<file path="src/rtl/kim_fifo_ctrl_param_if.sv">
// Stream and memory-port bundle for kim_fifo_ctrl_param.
// The slave modport is the controller's view; master is the producer/consumer/memory side.
interface kim_fifo_ctrl_param_if #(
    parameter int DATA_W = 32,
    parameter int PTR_W  = 3
);
    logic              s_valid;
    logic              s_ready;
    logic [DATA_W-1:0] s_data;
    logic              m_valid;
    logic              m_ready;
    logic [DATA_W-1:0] m_data;
    logic              mem_we;
    logic [PTR_W-1:0]  mem_waddr;
    logic [DATA_W-1:0] mem_wdata;
    logic [PTR_W-1:0]  mem_raddr;
    logic [DATA_W-1:0] mem_rdata;

    modport slave (
        input  s_valid, s_data, m_ready, mem_rdata,
        output s_ready, m_valid, m_data, mem_we, mem_waddr, mem_wdata, mem_raddr
    );

    modport master (
        output s_valid, s_data, m_ready, mem_rdata,
        input  s_ready, m_valid, m_data, mem_we, mem_waddr, mem_wdata, mem_raddr
    );
endinterface

</file>
<file path="src/rtl/kim_fifo_ctrl_param.sv">
// FIFO controller for an external async-read memory: pointers, occupancy, EMPTY/RUN/FULL FSM,
// optional fall-through bypass, flush, almost-full/empty flags and a peak-occupancy watermark.
module kim_fifo_ctrl_param #(
    parameter int DATA_W    = 32,
    parameter int DEPTH     = 8,
    parameter int PTR_W     = $clog2(DEPTH),
    parameter int BYPASS    = 1,
    parameter int AFULL_TH  = DEPTH - 1,
    parameter int AEMPTY_TH = 1
) (
    input  logic                  clk,
    input  logic                  rst,
    input  logic                  flush,
    kim_fifo_ctrl_param_if.slave  bus,
    output logic [PTR_W:0]        count,
    output logic                  almost_full,
    output logic                  almost_empty,
    output logic [PTR_W:0]        peak_count
);

    localparam int CNT_W = PTR_W + 1;

    localparam logic [CNT_W-1:0] DEPTH_CNT  = CNT_W'(DEPTH);
    localparam logic [CNT_W-1:0] AFULL_CNT  = CNT_W'(AFULL_TH);
    localparam logic [CNT_W-1:0] AEMPTY_CNT = CNT_W'(AEMPTY_TH);
    localparam logic [PTR_W-1:0] LAST_PTR   = PTR_W'(DEPTH - 1);
    localparam logic             BYP_EN     = (BYPASS != 0);

    typedef enum logic [1:0] {
        ST_EMPTY = 2'd0,
        ST_RUN   = 2'd1,
        ST_FULL  = 2'd2
    } state_e;

    typedef logic [DATA_W-1:0] word_t;

    state_e           state, state_nxt;
    logic [PTR_W-1:0] wptr, wptr_nxt;
    logic [PTR_W-1:0] rptr, rptr_nxt;
    logic [CNT_W-1:0] count_nxt;
    logic [CNT_W-1:0] peak_nxt;

    logic  hold;
    logic  is_empty;
    logic  is_full;
    logic  show_s;
    logic  s_ready;
    logic  m_valid;
    logic  w_fire;
    logic  r_fire;
    logic  byp;
    logic  wr_en;
    logic  rd_en;
    word_t out_data;

    // Handshake decode. Reset and flush both silence every strobe for the cycle they are high.
    always_comb begin
        hold     = rst | flush;
        is_empty = (state == ST_EMPTY);
        is_full  = (state == ST_FULL);
        show_s   = BYP_EN & is_empty & bus.s_valid;
        s_ready  = ~hold & (~is_full | bus.m_ready);
        m_valid  = ~hold & (~is_empty | (BYP_EN & bus.s_valid));
        w_fire   = bus.s_valid & s_ready;
        r_fire   = m_valid & bus.m_ready;
        byp      = ~hold & show_s & bus.m_ready;
        wr_en    = w_fire & ~byp;
        rd_en    = r_fire & ~byp;
        out_data = show_s ? bus.s_data : bus.mem_rdata;
    end

    assign bus.s_ready   = s_ready;
    assign bus.m_valid   = m_valid;
    assign bus.m_data    = out_data;
    assign bus.mem_we    = wr_en;
    assign bus.mem_waddr = wptr;
    assign bus.mem_wdata = bus.s_data;
    assign bus.mem_raddr = rptr;

    assign almost_full  = (count >= AFULL_CNT);
    assign almost_empty = (count <= AEMPTY_CNT);

    // NOTE: every variable gets its hold value first, so no path through this block leaves one
    // unassigned and no latch can be inferred.
    always_comb begin
        state_nxt = state;
        wptr_nxt  = wptr;
        rptr_nxt  = rptr;
        count_nxt = count;
        peak_nxt  = peak_count;

        if (hold) begin
            state_nxt = ST_EMPTY;
            wptr_nxt  = '0;
            rptr_nxt  = '0;
            count_nxt = '0;
            peak_nxt  = '0;
        end else begin
            // Pointers wrap by compare so non-power-of-2 depths skip the unused addresses.
            if (wr_en) wptr_nxt = (wptr == LAST_PTR) ? '0 : wptr + 1'b1;
            if (rd_en) rptr_nxt = (rptr == LAST_PTR) ? '0 : rptr + 1'b1;

            unique case ({wr_en, rd_en})
                2'b10:   count_nxt = count + 1'b1;
                2'b01:   count_nxt = count - 1'b1;
                default: ;
            endcase

            case (state)
                ST_EMPTY: if (wr_en & ~rd_en) state_nxt = ST_RUN;
                ST_RUN: begin
                    if (wr_en & ~rd_en & (count_nxt == DEPTH_CNT)) state_nxt = ST_FULL;
                    else if (rd_en & ~wr_en & (count_nxt == '0))   state_nxt = ST_EMPTY;
                end
                ST_FULL:  if (rd_en & ~wr_en) state_nxt = ST_RUN;
                default:  state_nxt = ST_EMPTY;
            endcase

            if (count_nxt > peak_count) peak_nxt = count_nxt;
        end
    end

    // NOTE: non-blocking assignments make all registers update together from pre-edge values;
    // the synchronous reset and flush are already folded into the *_nxt terms above.
    always_ff @(posedge clk) begin
        state      <= state_nxt;
        wptr       <= wptr_nxt;
        rptr       <= rptr_nxt;
        count      <= count_nxt;
        peak_count <= peak_nxt;
    end

    // Invariants tying the FSM encoding to the occupancy it stands for.
    a_count_range: assert property (@(posedge clk) disable iff (rst) count <= DEPTH_CNT);
    a_empty_state: assert property (@(posedge clk) disable iff (rst) (state == ST_EMPTY) == (count == '0));
    a_full_state:  assert property (@(posedge clk) disable iff (rst) (state == ST_FULL) == (count == DEPTH_CNT));
    a_ptr_range:   assert property (@(posedge clk) disable iff (rst) (wptr <= LAST_PTR) && (rptr <= LAST_PTR));
    a_peak_bound:  assert property (@(posedge clk) disable iff (rst) peak_count >= count);

endmodule

</file>
<file path="src/flat_wrapper.sv">
// flat-port wrapper written by rule: the top's interface ports become plain ports
module kim_fifo_ctrl_param_flat 
#(
    parameter int DATA_W    = 32,
    parameter int DEPTH     = 8,
    parameter int PTR_W     = $clog2(DEPTH),
    parameter int BYPASS    = 1,
    parameter int AFULL_TH  = DEPTH - 1,
    parameter int AEMPTY_TH = 1
)
  (clk, rst, flush, count, almost_full, almost_empty, peak_count, bus_s_valid, bus_s_data, bus_m_ready, bus_mem_rdata, bus_s_ready, bus_m_valid, bus_m_data, bus_mem_we, bus_mem_waddr, bus_mem_wdata, bus_mem_raddr);
  kim_fifo_ctrl_param_if #(.DATA_W(DATA_W), .PTR_W(PTR_W)) bus_i ();
  input  logic clk;
  input  logic rst;
  input  logic flush;
  output logic [PTR_W:0] count;
  output logic almost_full;
  output logic almost_empty;
  output logic [PTR_W:0] peak_count;
  input wire logic [$bits(bus_i.s_valid)-1:0] bus_s_valid;
  input wire logic [$bits(bus_i.s_data)-1:0] bus_s_data;
  input wire logic [$bits(bus_i.m_ready)-1:0] bus_m_ready;
  input wire logic [$bits(bus_i.mem_rdata)-1:0] bus_mem_rdata;
  output wire logic [$bits(bus_i.s_ready)-1:0] bus_s_ready;
  output wire logic [$bits(bus_i.m_valid)-1:0] bus_m_valid;
  output wire logic [$bits(bus_i.m_data)-1:0] bus_m_data;
  output wire logic [$bits(bus_i.mem_we)-1:0] bus_mem_we;
  output wire logic [$bits(bus_i.mem_waddr)-1:0] bus_mem_waddr;
  output wire logic [$bits(bus_i.mem_wdata)-1:0] bus_mem_wdata;
  output wire logic [$bits(bus_i.mem_raddr)-1:0] bus_mem_raddr;
  assign bus_i.s_valid = bus_s_valid;
  assign bus_i.s_data = bus_s_data;
  assign bus_i.m_ready = bus_m_ready;
  assign bus_i.mem_rdata = bus_mem_rdata;
  assign bus_s_ready = bus_i.s_ready;
  assign bus_m_valid = bus_i.m_valid;
  assign bus_m_data = bus_i.m_data;
  assign bus_mem_we = bus_i.mem_we;
  assign bus_mem_waddr = bus_i.mem_waddr;
  assign bus_mem_wdata = bus_i.mem_wdata;
  assign bus_mem_raddr = bus_i.mem_raddr;
  kim_fifo_ctrl_param #(.DATA_W(DATA_W), .DEPTH(DEPTH), .PTR_W(PTR_W), .BYPASS(BYPASS), .AFULL_TH(AFULL_TH), .AEMPTY_TH(AEMPTY_TH)) u_core (.clk(clk), .rst(rst), .flush(flush), .bus(bus_i), .count(count), .almost_full(almost_full), .almost_empty(almost_empty), .peak_count(peak_count));
endmodule
</file>
<file path="config.mk">
export PLATFORM = sky130hd
export DESIGN_NAME = kim_fifo_ctrl_param_flat
export DESIGN_NICKNAME = d
export VERILOG_FILES = /design/src/rtl/kim_fifo_ctrl_param_if.sv /design/src/rtl/kim_fifo_ctrl_param.sv /design/src/flat_wrapper.sv
export SDC_FILE = /design/constraint.sdc
export NUM_CORES = 1
export LEC_CHECK = 0
export ABC_CLOCK_PERIOD_IN_PS = 3100
export CORE_UTILIZATION = 29
export CTS_BUF_LIST = sky130_fd_sc_hd__clkbuf_4 sky130_fd_sc_hd__clkbuf_8
export DETAILED_ROUTE_END_ITERATION = 7
export PLACE_DENSITY_LB_ADDON = 0.2
export SYNTH_ARGS = -nofsm -noshare
export SYNTH_HDL_FRONTEND = slang
export SYNTH_SLANG_ARGS = --single-unit
export TNS_END_PERCENT = 1
</file>
<file path="constraint.sdc">
create_clock -name clk -period 3.1 [get_ports clk]
set_input_delay 0.31 -clock clk [delete_from_list [all_inputs] [get_ports clk]]
set_output_delay 0.31 -clock clk [all_outputs]
set_load 0.01 [all_outputs]
</file>
==> results.toml <==
[run_status]
outcome = "finished, final reports clean"

[yosys]
synth_flop_cell = "dfxtp_1"
synth_top_area_share_pct = 21.9
yosysWarnings = 0
yosysTopAreaCell = "mux2_1"
async_flop_share_pct = 0
seq_area_frac_synth_pct = 19.4
synth_seq_cells = 16
yosys-top-cells-area = "mux2_1 (22%), dfxtp_1 (19%), buf_4 (15%)"
synth_common_cells = "buf_4 (32), mux2_1 (32), nor2_1 (18), dfxtp_1 (16), ha_1 (14)"
ys_types = 35
syn_avg_cell_area_um2 = 8.68
synth_fp_nets = 273
synthCells = 190
netlist_area_um2 = 1650
synth-edff-count = 0

[clock_network]
hold_buffers = 0
path_clk_slew_ps = 70
cts_max_level = 1
cts_root_buf = "clkbuf_8"
clock_latency_ps = 250
numCtsBuffers = 3
tritoncts = "built"
cts.sinks = 16
clockBufferDepth = 2

[placement]
gp_congestion = 0.803
port_buffers = 151
dp_hpwl_um = 4710
dpl_cell_area_um2 = 3130

[routing]
drt-total-wl_um = 5590
num_vias = 1807
via_per_inst = 4.55
firstDrtPassIters = 4
ant_nets = 0
drtIter0Drc = 29
wl_per_cell_um = 14.1
drc = 0

[worst_setup_path]
cp-start-kind = "primary input"
path_class = "in -> reg"
critPathMaxStageDelay_ps = 420
cp.depth = 12
cpMostUsedCell = "o211ai_1"
crit_slowest_cell = "clkdlybuf4s50_1"
rr_worst_depth = 11
worstPathMaxFanout = 5
crit_buf_inv = 1
crit_arrival_ps = 3040
cp.required_ps = 3220
path_cells = "clkdlybuf4s50_1 > nor2_2 > o211ai_1 > ha_1 > and2_1 > a311oi_2 > o21ai_2 > ha_4 > o211ai_1 > a21oi_4 > mux2i_1 > nor2_1"
end_kind = "flop"
crit_family = "compound AO/OA/AOI/OAI gates"

[timing]
finalHoldViolCount = 0
finalSetupViolations = 0
slew_headroom_pct = 69.6
post-route-min-period_ps = 2920
hold-worst-slack_ps = 488
drv_slew = 0
skew_ps = 2.23
fmax_mhz = 342
tightestPinTransition_ps = 456
fin_crit_sh_pct = 94.3
setup_tns_ps = 0

[global_routing]
grt_max_degree = 33
antenna_found_initial = 0
grt_pass1_wl_um = 8940
overflow = 0
track_usage_pct = 18.6
grt_pass1_vias = 1742

[floorplanning]
core_um2 = 5510
chipHeight_um = 77.4
io_pins = 152
die_x_um = 77.4
rows = 27
start_util_pct = 29.9
die_area_um2 = 5990

[hold_path]
whs_path_depth = 2
hold_class = "reg -> reg"

[finish]
nets = 409
syn_to_final_growth_pct = 96.7
fin_util_pct = 58.9
drive_above_1_share_pct = 10.8
final_area_um2 = 3240
fillers = 500
antennaDiodeCount = 0

[pwr]
power.density_nw_per_um2 = 214
p_total_mw = 0.696
vdd_ir_drop_max_mv = 0.198
cellLeakagePower_nw = 1.28

[flow_run]
maxCapViolCount = 0
[final cells by class]
class	instances	area, um^2	share of cell area [%]
clock buffer	4	55.1	1.70
inverter	9	33.8	1.04
multi-input combinational	127	1080	33.4
sequential	16	320	9.87
tap	72	90.1	2.78
timing repair buffer	169	1660	51.2
[cell families (layout without fill, tap and decap cells)]
logic type | count (synthesis) | after routing | synth area share (%)
AO/OA/AOI/OAI | 22 | 22 | 9.48
XOR/XNOR | 1 | 1 | 0.531
adder cells (fa/ha/maj) | 14 | 14 | 10.6
buffers and inverters | 47 | 182 | 18.3
flip-flops | 16 | 16 | 19.4
multiplexers | 38 | 38 | 25.5
AND/OR/NAND/NOR | 52 | 52 | 16.2
[sequential cells by signal, indices dropped and copies added, names as in the netlist]
signal and cells:
u_core.count 4, u_core.state 2, u_core.peak_count 4, u_core.bus.mem_waddr 3, u_core.bus.mem_raddr 3
[timing repair]
item / in CTS / in global routing
endpoints found under the setup margin: 0 / 4
setup buffers: 0 / 2
endpoints found under the hold margin: 0 / 0
resized for setup: 0 / 8
[layer usage]
metal | vias up | part of all wire (%) | track usage, % | wire length [um]
met5 | - | 0 | 0 | 0
met4 | 0 | 0.91 | 3.58 | 51
met3 | 4 | 5.7 | 3.41 | 316
met2 | 68 | 53 | 36.4 | 2960
met1 | 830 | 40 | 20.8 | 2260
li1 | 905 | - | - | -
[placed cells by master, fill, tap and decap left out, types with 3 or more instances in the layout]
cell type,n
a21oi_1,6
and2_1,5
buf_4,17
clkbuf_8,4
clkdlybuf4s50_1,150
dfxtp_1,16
ha_1,11
inv_1,8
mux2_1,32
mux2i_1,6
nand2_1,5
nand3_1,3
nor2_1,17
nor2b_1,4
nor3_1,5
o211ai_1,4
[per-stage QoR]
stage | cells | worst slack (ps)
floorplan | 190 | 24.3
global placement | 391 | -126
detailed placement | 391 | -184
CTS | 395 | 64.5
global route | 397 | -12.5
finish | 397 | 176
[where the power goes]
part           internal [mW]  switching [mW]
combinational          0.204          0.0995
clock                  0.113          0.0734
sequential             0.206        0.000796
[worst register-to-register path: stages, from the launching register on]
cell and delay, ps:
dfxtp_1 380, o211ai_1 320, inv_1 110, ha_1 360
and2_1 160, a311oi_2 300, o21ai_2 130, ha_4 300
o211ai_1 130, a21oi_4 260, mux2i_1 210, nor2_1 60
[path summary, 6_finish.rpt]
path                                           endpoint  slack [ps]                     from
worst max-delay path               u_core.peak_count[2]         180                    flush
worst min-delay path            u_core.bus.mem_waddr[2]         490  u_core.bus.mem_waddr[2]
worst max register to register     u_core.peak_count[2]         260          u_core.state[0]
worst min register to register  u_core.bus.mem_waddr[2]         490  u_core.bus.mem_waddr[2]
(Power assumes the default switching activity.)
